$ cat src/rtl/serial_subtractor_if.sv
// Handshake and operand/result bundle for the bit-serial subtractor.
// master drives the request, slave returns the registered result.
interface serial_subtractor_if #(
    parameter int WIDTH = 8
);
    logic             start;
    logic [WIDTH-1:0] A;
    logic [WIDTH-1:0] B;
    logic [WIDTH-1:0] Diff;
    logic             Borrow;
    logic             busy;
    logic             done;

    modport master (
        output start,
        output A,
        output B,
        input  Diff,
        input  Borrow,
        input  busy,
        input  done
    );

    modport slave (
        input  start,
        input  A,
        input  B,
        output Diff,
        output Borrow,
        output busy,
        output done
    );
endinterface

$ cat src/rtl/serial_subtractor.sv
// Bit-serial unsigned subtractor: Diff = A - B mod 2^WIDTH, LSB first,
// one full-subtractor cell plus a borrow flop, start/busy/done handshake.
module serial_subtractor #(
    parameter int WIDTH = 8
) (
    input logic                clk,
    input logic                rst,
    serial_subtractor_if.slave bus
);
    localparam int CW = $clog2(WIDTH + 1);

    localparam logic [1:0] S_IDLE  = 2'd0;
    localparam logic [1:0] S_SHIFT = 2'd1;
    localparam logic [1:0] S_DONE  = 2'd2;

    localparam logic [CW-1:0] LAST = CW'(WIDTH - 1);

    logic [1:0]       state;
    logic [WIDTH-1:0] ra;
    logic [WIDTH-1:0] rb;
    logic [WIDTH-1:0] res;
    logic [CW-1:0]    cnt;
    logic             bor;

    logic [WIDTH-1:0] diff_q;
    logic             borrow_q;
    logic             busy_q;
    logic             done_q;

    logic             d;
    logic             bor_nx;
    logic             accept;
    logic             last;

    // Single full-subtractor cell on the current LSBs.
    always_comb begin
        d      = ra[0] ^ rb[0] ^ bor;
        bor_nx = (~ra[0] & rb[0]) | (~(ra[0] ^ rb[0]) & bor);
        accept = (state == S_IDLE) && bus.start;
        last   = (state == S_SHIFT) && (cnt == LAST);
    end

    // Sequencer: idle -> shift WIDTH bits -> one done cycle -> idle.
    always_ff @(posedge clk or posedge rst) begin
        if (rst) begin
            state <= S_IDLE;
        end else begin
            unique case (state)
                S_IDLE: begin
                    if (bus.start) begin
                        state <= S_SHIFT;
                    end
                end
                S_SHIFT: begin
                    if (cnt == LAST) begin
                        state <= S_DONE;
                    end
                end
                S_DONE: begin
                    state <= S_IDLE;
                end
                default: begin
                    state <= S_IDLE;
                end
            endcase
        end
    end

    // Operand shifters, borrow bit, bit counter and result shifter.
    always_ff @(posedge clk or posedge rst) begin
        if (rst) begin
            ra  <= '0;
            rb  <= '0;
            res <= '0;
            cnt <= '0;
            bor <= 1'b0;
        end else if (accept) begin
            ra  <= bus.A;
            rb  <= bus.B;
            res <= '0;
            cnt <= '0;
            bor <= 1'b0;
        end else if (state == S_SHIFT) begin
            ra  <= {1'b0, ra[WIDTH-1:1]};
            rb  <= {1'b0, rb[WIDTH-1:1]};
            res <= {d, res[WIDTH-1:1]};
            cnt <= cnt + 1'b1;
            bor <= bor_nx;
        end
    end

    // Result registers only move on the completion edge.
    always_ff @(posedge clk or posedge rst) begin
        if (rst) begin
            diff_q   <= '0;
            borrow_q <= 1'b0;
        end else if (last) begin
            diff_q   <= {d, res[WIDTH-1:1]};
            borrow_q <= bor_nx;
        end
    end

    // Registered status flags; busy and done are mutually exclusive.
    always_ff @(posedge clk or posedge rst) begin
        if (rst) begin
            busy_q <= 1'b0;
            done_q <= 1'b0;
        end else begin
            busy_q <= accept || ((state == S_SHIFT) && !last);
            done_q <= last;
        end
    end

    assign bus.Diff   = diff_q;
    assign bus.Borrow = borrow_q;
    assign bus.busy   = busy_q;
    assign bus.done   = done_q;
endmodule
$ cat src/flat_wrapper.sv
// flat-port wrapper written by rule: the top's interface ports become plain ports
module serial_subtractor_flat 
#(
    parameter int WIDTH = 8
)
  (clk, rst, bus_start, bus_A, bus_B, bus_Diff, bus_Borrow, bus_busy, bus_done);
  serial_subtractor_if #(.WIDTH(WIDTH)) bus_i ();
  input logic clk;
  input logic rst;
  input wire logic [$bits(bus_i.start)-1:0] bus_start;
  input wire logic [$bits(bus_i.A)-1:0] bus_A;
  input wire logic [$bits(bus_i.B)-1:0] bus_B;
  output wire logic [$bits(bus_i.Diff)-1:0] bus_Diff;
  output wire logic [$bits(bus_i.Borrow)-1:0] bus_Borrow;
  output wire logic [$bits(bus_i.busy)-1:0] bus_busy;
  output wire logic [$bits(bus_i.done)-1:0] bus_done;
  assign bus_i.start = bus_start;
  assign bus_i.A = bus_A;
  assign bus_i.B = bus_B;
  assign bus_Diff = bus_i.Diff;
  assign bus_Borrow = bus_i.Borrow;
  assign bus_busy = bus_i.busy;
  assign bus_done = bus_i.done;
  serial_subtractor #(.WIDTH(WIDTH)) u_core (.clk(clk), .rst(rst), .bus(bus_i));
endmodule
$ cat config.mk
export PLATFORM = sky130hd
export DESIGN_NAME = serial_subtractor_flat
export DESIGN_NICKNAME = d
export VERILOG_FILES = /design/src/rtl/serial_subtractor_if.sv /design/src/rtl/serial_subtractor.sv /design/src/flat_wrapper.sv
export SDC_FILE = /design/constraint.sdc
export NUM_CORES = 1
export LEC_CHECK = 0
export ABC_AREA = 1
export BUFFER_PORTS_ARGS = -buffer_cell sky130_fd_sc_hd__buf_2
export CORE_UTILIZATION = 30
export CTS_BUF_LIST = sky130_fd_sc_hd__clkbuf_4
export DETAILED_ROUTE_END_ITERATION = 12
export GPL_TIMING_DRIVEN = 0
export PLACE_DENSITY = 0.57
export SLEW_MARGIN = 20
export SYNTH_ARGS = -nofsm -noshare
export SYNTH_HDL_FRONTEND = slang
export SYNTH_SLANG_ARGS = --single-unit
$ cat constraint.sdc
create_clock -name clk -period 1.7 [get_ports clk]
set_clock_uncertainty 0.05 [all_clocks]
set_input_delay 0.34 -clock clk [delete_from_list [all_inputs] [get_ports clk]]
set_output_delay 0.34 -clock clk [all_outputs]
set_load 0.01 [all_outputs]
==> Yosys cells after proc, flatten, opt, wreduce, memory -nomap -nowiden <==
Cells that the tools add are included.
{ "word_totals": {"output_inout_bits": 11, "ram_bits": 0, "latch_bits": 0, "word_cells": 43, "mem_bits_ro": 0, "n_memories": 0, "register_bits": 42, "input_bits": 19} }
{ "op_classes": {"eq_ne": 4, "n_lt_le_gt_ge": 0, "n_shift": 0, "n_div": 0, "n_bitwise": 7, "n_mux": 13, "reduce_logical": 8, "addsub": 1, "mul": 0} }
{ "ops": {"columns": ["op", "count"], "rows": [
  ["$mux 8", 6],
  ["$mux 4", 2],
  ["$add 4x1->4 const B", 1],
  ["$eq 4x3->1 const B", 1],
  ["$mux 2", 2],
  ["$ne 2x2->1 const B", 2],
  ["$pmux 2 s2", 1],
  ["$logic_and 1x1->1", 3],
  ["$and 1x1->1", 2],
  ["$eq 2x1->1 const B", 1],
  ["$logic_not 2->1", 1],
  ["$mux 1", 2],
  ["$not 1->1", 2],
  ["$reduce_and 2->1", 1],
  ["$reduce_bool 2->1", 1],
  ["$xor 1x1->1", 2],
  ["$logic_not 1->1", 1],
  ["$logic_or 1x1->1", 1],
  ["$or 1x1->1", 1]
]} }

==> Logic depth before layout (Yosys ltp) <==
Gate-level depths: netlist of run 1.
{ "depth": {"word_depth": 6, "depth_mapped": 7, "depth_no_buf": 6} }

==> Worst setup path after synthesis of run 1 <==
Ideal clock, no wire load.
{ "synth_path": {"path_type": "register to register", "from": "reg u_core.cnt[0]", "to": "reg u_core.diff_q[0] (netlist: u_core.bus.Diff[0])", "stages_incl_launch_ff": 8, "required_time_ps": 1533, "slack_ps": 490, "path_buffers": 1, "synth_period_minus_slack_ps": 1210, "arrival_ps": 1043, "cell_sequence": "dfrtp_1 > ha_1 > nand2_1 > nor2_8 > nand2_4 > buf_6 > nand2_1 > nand2_1"} }
{ "synth_between": {"elab_chain_len": 2} }
{ "synth_rtl": {"columns": ["element", "line", "rtl"], "rows": [
  ["start: declaration", "serial_subtractor.sv:22", "logic [CW-1:0] cnt;"],
  ["start signal: assignment", "serial_subtractor.sv:87", "cnt <= cnt + 1'b1;"],
  ["$eq 4x3->1", "serial_subtractor.sv:40", "last = (state == S_SHIFT) && (cnt == LAST);"],
  ["$logic_and 1x1->1", "serial_subtractor.sv:40", null],
  ["end signal: assignment", "serial_subtractor.sv:98", "diff_q <= {d, res[WIDTH-1:1]};"],
  ["end: declaration", "serial_subtractor.sv:25", "logic [WIDTH-1:0] diff_q;"]
]} }
No other way between the ends.
A chain may end at the register's enable or synchronous reset.

==> Final worst setup path of run 1 <==
{ "layout_path": {"from": "reg u_core.cnt[0]", "to": "reg u_core.diff_q[6] (netlist: u_core.bus.Diff[6])"} }
Same word-level chain as after synthesis.

==> flow_metrics.env, run 1 <==
export IMPL_vias=1360
export IMPL_drt_pass1_iter_count=4
export IMPL_hold_path_class="in2reg"
export IMPL_synth_nets=220
export IMPL_path_class="reg2reg"
export IMPL_antenna_cells=0
export IMPL_drv_cap=0
export IMPL_sw_frac_of_total=0.375
export IMPL_place_hpwl_um=2530
export IMPL_stdcell_count=309
export IMPL_syn_to_final_growth_pct=18.7
export IMPL_switching_power_mw=1.35
export IMPL_antenna_found_initial=0
export IMPL_cts_buffer_depth=2
export IMPL_dpl_worst_slack_ns=0.370
export IMPL_gr_total_overflow=0
export IMPL_synth_enable_flop_cells=0
export IMPL_outcome="completed"
export IMPL_synth_seq_cells=41
export IMPL_grt_pass1_vias=1340
export IMPL_gr_usage_met2=0.193
export IMPL_netlist_area_um2=1810
export IMPL_slew_headroom=0.729
export IMPL_clkTransAtPathRegs_ns=0.12
export IMPL_power_frac_seq=0.450
export IMPL_avgSynthCellArea_um2=9.12
export IMPL_root_buffer="clkbuf_4"
export IMPL_r2r_cells=7
export IMPL_yosysTopAreaCellShare=0.566
export IMPL_vias_per_cell=4.40
export IMPL_worst_pin_slew_ns=0.405
export IMPL_setup_viol=0
export IMPL_timing_final_ws_setup_ns=0.381
export IMPL_power_mw=3.61
export IMPL_async_flop_share=1.00
export IMPL_hold_slack_ns=0.173
export IMPL_min_delay_start="bus_B[7]"
export IMPL_cts_buffers=5
export IMPL_grt_max_degree=25
export IMPL_timing_critical_path_arrival_ns=1.51
export IMPL_p_per_area_nw_per_um2=1680
export IMPL_layout_nets=257
export IMPL_core_area_um2=5680
export IMPL_whs_path_depth=3
export IMPL_worst_setup_path_end_kind="flip-flop"
export IMPL_totalWireLength_um=3550
export IMPL_ys_warn_count=0
export IMPL_cts_tree="yes"
export IMPL_max_freq_ghz=0.758
export IMPL_cts_setup_buffers=0
export IMPL_synth_cells=199
export IMPL_worstPathMaxFanout=10
export IMPL_synthTopCellsByArea="dfrtp_1, nand2_1, nand3_1"
export IMPL_internal_power_mw=2.26
export IMPL_antenna_left=0
export IMPL_wl_per_cell_um=11.5
export IMPL_reg2reg_slack_ns=0.38
export IMPL_clk_latency_ns=0.34
export IMPL_min_to="u_core.rb[7]$_DFFE_PP0P_"
export IMPL_dieArea_um2=6360
export IMPL_rows=27
export IMPL_critPathRequiredTime_ns=1.89
export IMPL_start_util=0.320
export IMPL_synth_cell_types=19
export IMPL_synthMostInstantiatedCell="nand2_1"
export IMPL_ys_seq_area_frac=0.566
export IMPL_die_y_um=79.8
export IMPL_p_comb_frac=0.376
export IMPL_clockPowerShare=0.174
export IMPL_cts_resized_gates=0
export IMPL_gp_congestion=0.760
export IMPL_remaining_drc_errors=0
export IMPL_r2r_start="u_core.cnt[0]$_DFFE_PP0P_"
export IMPL_vdd_drop_max_v=0.000467
export IMPL_clock_sinks=41
export IMPL_die_x_um=79.8
export IMPL_period_minus_slack_ns=1.32
export IMPL_slew_violations=0
export IMPL_rsz0062_at_grt="no"
export IMPL_hold_viol_final=0
export IMPL_timing_final_crit_share=0.776
export IMPL_critical_path_startpoint_type="flip-flop"
export IMPL_gr_usage_met1=0.174
export IMPL_r2r_end="u_core.bus.Diff[6]$_DFFE_PP0P_"
export IMPL_synth_cells_most_frequent="nand2_1, dfrtp_1, nand3_1"
export IMPL_met3_usage=0.0309
export IMPL_place_inst=300
export IMPL_synth_top_flop_cell="dfrtp_1"
export IMPL_h_tree_depth=2
export IMPL_grt_pass1_wl_um=6180
export IMPL_numPortBuffers=28
export IMPL_power_leakage_nw=1.13
export IMPL_io_pins=30
export IMPL_top_usage_layer="met2"
export IMPL_yosysTopAreaCell="dfrtp_1"
export IMPL_grt_use_total=0.128
export IMPL_drive_above_1_share=0.228
export IMPL_drt_iter0_drc=92
critical path, cell delays in order (launching register included):
cell and delay [ns]:
dfrtp_1 0.41, ha_1 0.19, nand2_1 0.15, nor2_8 0.14, nand2_4 0.05, buf_6 0.14, nand2_1 0.05, nand2_1 0.05
layer usage:
metal  vias up  part of all wire
li1        708                 -
met1       618              0.51
met2        25              0.44
met3         9             0.035
met4         0             0.017
met5         -                 0
how the worst max path moves through the flow:
stage	slack, ns	startpoint	endpoint	depth (start not counted)
after floorplan	0.36	rst	u_core.bor$_DFFE_PP0P_	1
after global placement	-0.25	rst	u_core.state[0]$_DFFE_PP0P_	2
after detailed placement	0.37	bus_start	u_core.rb[2]$_DFFE_PP0P_	5
after CTS	0.36	u_core.cnt[0]$_DFFE_PP0P_	u_core.bus.Diff[6]$_DFFE_PP0P_	7
after global routing	0.25	u_core.cnt[0]$_DFFE_PP0P_	u_core.bus.Diff[6]$_DFFE_PP0P_	7
final	0.38	u_core.cnt[0]$_DFFE_PP0P_	u_core.bus.Diff[6]$_DFFE_PP0P_	7
kinds of logic (layout without fill, tap and decap cells):
family | Yosys count | count (layout) | synth area share
AND/OR/NAND/NOR | 126 | 126 | 0.312
flip-flops | 41 | 41 | 0.566
buffers and inverters | 21 | 59 | 0.0731
AO/OA/AOI/OAI | 9 | 9 | 0.0310
adder cells (fa/ha/maj) | 2 | 2 | 0.0179
flip-flops by register name, indices dropped and copies added (netlist names):
| name | cells |
|---|---|
| u_core.bus.Diff | 8 |
| u_core.ra | 8 |
| u_core.rb | 8 |
| u_core.res | 7 |
| u_core.cnt | 4 |
| u_core.state | 2 |
| u_core.bor | 1 |
| u_core.bus.Borrow | 1 |
| u_core.bus.busy | 1 |
| u_core.bus.done | 1 |
power groups by stage:
stage / registers [mW] / logic, mW / clock network (mW)
after global placement: 1.64 / 1.37 / 0
after detailed placement: 1.65 / 1.39 / 0
final: 1.63 / 1.36 / 0.627
after floorplan: 1.67 / 0.948 / 0
after CTS: 1.63 / 1.39 / 0.655
after global routing: 1.68 / 1.57 / 0.706
what timing repair did:
action | in CTS | in global routing
hold endpoints to repair | 17 | 0
hold buffers | 1 | 0
setup endpoints to repair | 0 | 0
cells in the final DEF, fill, tap and decap left out, types with 2 or more instances in the layout:
cell type and n:
nand2_1 78, nor2_1 3, nand3_1 39, dfrtp_1 41, clkbuf_4 6, o21ai_0 7
buf_2 33, buf_6 3, nand2_4 2, inv_1 9, clkbuf_8 2
layout make-up:
type                    count  area, um^2
flip-flops and latches     41        1030
well taps                  72        90.1
repair buffers             30         170
inverters                  11        46.3
multi-input cells         137         656
clock inverters             2        33.8
clock buffers               6        45.0
plain buffers              10        86.3
fillers                   603        3520
through the flow:
stage	setup TNS (ns)	cell area, um^2	utilization
2_1_floorplan	0	1810	-
5_1_grt	0	2150	0.379
3_5_place_dp	0	2060	0.364
3_3_place_gp	-10.25	2040	0.360
6_report	0	2150	0.379
4_1_cts	0	2150	0.379
(Power assumes the default switching activity.)
==> run 2: changes to the inputs <==
==> constraint.sdc (replaced) <==
create_clock -name clk -period 1.23 [get_ports clk]
set_clock_uncertainty 0.05 [all_clocks]
set_input_delay 0.246 -clock clk [delete_from_list [all_inputs] [get_ports clk]]
set_output_delay 0.246 -clock clk [all_outputs]
set_load 0.01 [all_outputs]
==> flow_metrics.env, run 2 (synthesis results as in run 1) <==
export IMPL_outcome="finished, violations left"
export IMPL_failed_checks="hold timing, setup timing"
export IMPL_path_depth=7
export IMPL_power_leakage_nw=1.23
export IMPL_root_buffer="clkbuf_4"
export IMPL_r2r_start="u_core.cnt[0]$_DFFE_PP0P_"
export IMPL_critical_path_startpoint_type="flip-flop"
export IMPL_path_common_cell="nand2_4"
export IMPL_critPathRequiredTime_ns=1.45
export IMPL_antenna_found_initial=0
export IMPL_path_class="reg2reg"
export IMPL_hold_slack_ns=-0.00718
export IMPL_gr_total_overflow=0
export IMPL_r2r_cells=7
export IMPL_drive_above_1_share=0.335
export IMPL_totalWireLength_um=4000
export IMPL_grt_use_total=0.131
export IMPL_r2r_end="u_core.bus.Diff[0]$_DFFE_PP0P_"
export IMPL_hold_viol_final=33
export IMPL_worst_setup_path_end_kind="flip-flop"
export IMPL_rows=27
export IMPL_worst_pin_slew_ns=0.887
export IMPL_cpPeakStageDelay_ns=0.37
export IMPL_path_cells="ha_2 > nand2_4 > nor2_8 > nand2_4 > clkbuf_16 > nand2_2 > nand2_1"
export IMPL_layout_common_cells="nand2_1, dfrtp_1, nand3_1, buf_2, buf_4"
export IMPL_reg2reg_slack_ns=-0.02
export IMPL_cts_hold_buf=0
export IMPL_clkTransAtPathRegs_ns=0.13
export IMPL_cts_tree="yes"
export IMPL_place_hpwl_um=2540
export IMPL_crit_buf_inv=1
export IMPL_power_mw=5.54
export IMPL_antenna_cells=0
export IMPL_postLayoutCoreUtil=0.413
export IMPL_crit_slowest_cell="dfrtp_1"
export IMPL_die_y_um=79.8
export IMPL_dieArea_um2=6360
export IMPL_rsz0062_at_grt="yes"
export IMPL_layout_nets=274
export IMPL_grt_max_degree=42
export IMPL_wl_per_cell_um=12.3
export IMPL_drv_cap=0
export IMPL_timing_critical_path_arrival_ns=1.47
export IMPL_timing_final_crit_share=1.02
export IMPL_cts_buffers=5
export IMPL_antenna_left=0
export IMPL_p_per_area_nw_per_um2=2360
export IMPL_clk_latency_ns=0.36
export IMPL_clock_sinks=41
export IMPL_grt_pass1_vias=1365
export IMPL_max_freq_ghz=0.798
export IMPL_h_tree_depth=2
export IMPL_vdd_drop_max_v=0.000848
export IMPL_place_area_um2=2050
export IMPL_cp_top_family="flip-flops"
export IMPL_period_minus_slack_ns=1.25
export IMPL_drt_pass1_iter_count=4
export IMPL_numPortBuffers=28
export IMPL_cts_buffer_depth=2
export IMPL_slew_violations=0
export IMPL_dpl_worst_slack_ns=-0.0957
export IMPL_syn_to_final_growth_pct=29.2
export IMPL_worstPathMaxFanout=5
export IMPL_setup_viol=6
export IMPL_vias=1449
export IMPL_remaining_drc_errors=0
export IMPL_hold_path_class="in2async"
export IMPL_grt_pass1_wl_um=6340
export IMPL_slew_headroom=0.408
export IMPL_die_x_um=79.8
export IMPL_start_util=0.320
export IMPL_drt_iter0_drc=73
export IMPL_stdcell_area_um2=2340
export IMPL_io_pins=30
export IMPL_timing_final_ws_setup_ns=-0.0237
export IMPL_gp_congestion=0.764
export IMPL_vias_per_cell=4.44
export IMPL_core_area_um2=5680
export IMPL_crit_path_start="u_core.cnt[0]$_DFFE_PP0P_"
export IMPL_layout_commonest_cell="nand2_1"
==> run 2: cell count changes in the layout (fill, tap and decap cells not counted), moves of 3 or more <==
cell | previous run | this run
o21ai_1 | 0 | 4
buf_8 | 0 | 3
buf_4 | 0 | 14
buf_6 | 3 | 7
o21ai_0 | 7 | 3
nand2_1 | 78 | 71
nand2_2 | 1 | 6
==> run 2: routing by layer <==
| layer | global-route usage | part of all wire | wire length, um | up-vias |
|---|---|---|---|---|
| met5 | 0 | 0 | 0 | - |
| met4 | 0.0536 | 0.016 | 66 | 0 |
| met3 | 0.0343 | 0.035 | 142 | 7 |
| met2 | 0.207 | 0.47 | 1900 | 25 |
| met1 | 0.170 | 0.47 | 1890 | 673 |
| li1 | - | - | - | 744 |
==> run 2: how the worst max path moves through the flow <==
stage               slack, ns                              to
finish                  -0.02  u_core.bus.Diff[0]$_DFFE_PP0P_
global route            -0.09       u_core.res[7]$_DFFE_PP0P_
CTS                     0.007                      bus_Borrow
detailed placement       -0.1  u_core.bus.Diff[0]$_DFFE_PP0P_
global placement        -0.07  u_core.bus.Diff[3]$_DFFE_PP0P_
floorplan                0.02  u_core.bus.Diff[0]$_DFFE_PP0P_
==> run 2: layout make-up <==
class | instances | area, um^2
Tap cell | 72 | 90.1
Timing Repair Buffer | 47 | 322
Clock inverter | 3 | 17.5
Sequential cell | 41 | 1030
Clock buffer | 5 | 37.5
Multi-Input combinational cell | 137 | 691
Inverter | 11 | 52.6
Fill cell | 586 | 3330
Buffer | 10 | 108
==> run 2: repair_timing <==
action / 4_1_cts / 5_1_grt
setup endpoints to repair: 34 / 38
pin swaps: 4 / 4
cloned: 0 / 3
resized for setup: 7 / 24
setup buffers: 6 / 10
==> run 2: power by group <==
group / leakage, nW / switching (mW) / internal, mW
logic: 0.678 / 1.34 / 1.27
clock network: 0.0310 / 0.462 / 0.216
registers: 0.520 / 0.348 / 1.90
total: 1.23 / 2.15 / 3.39
==> run 2: metrics by stage <==
stage,instances,setup TNS (ns)
2_1_floorplan,199,0
3_3_place_gp,299,-1.44
3_5_place_dp,299,-1.98
4_1_cts,313,0
5_1_grt,326,-0.612
6_report,326,-0.0678
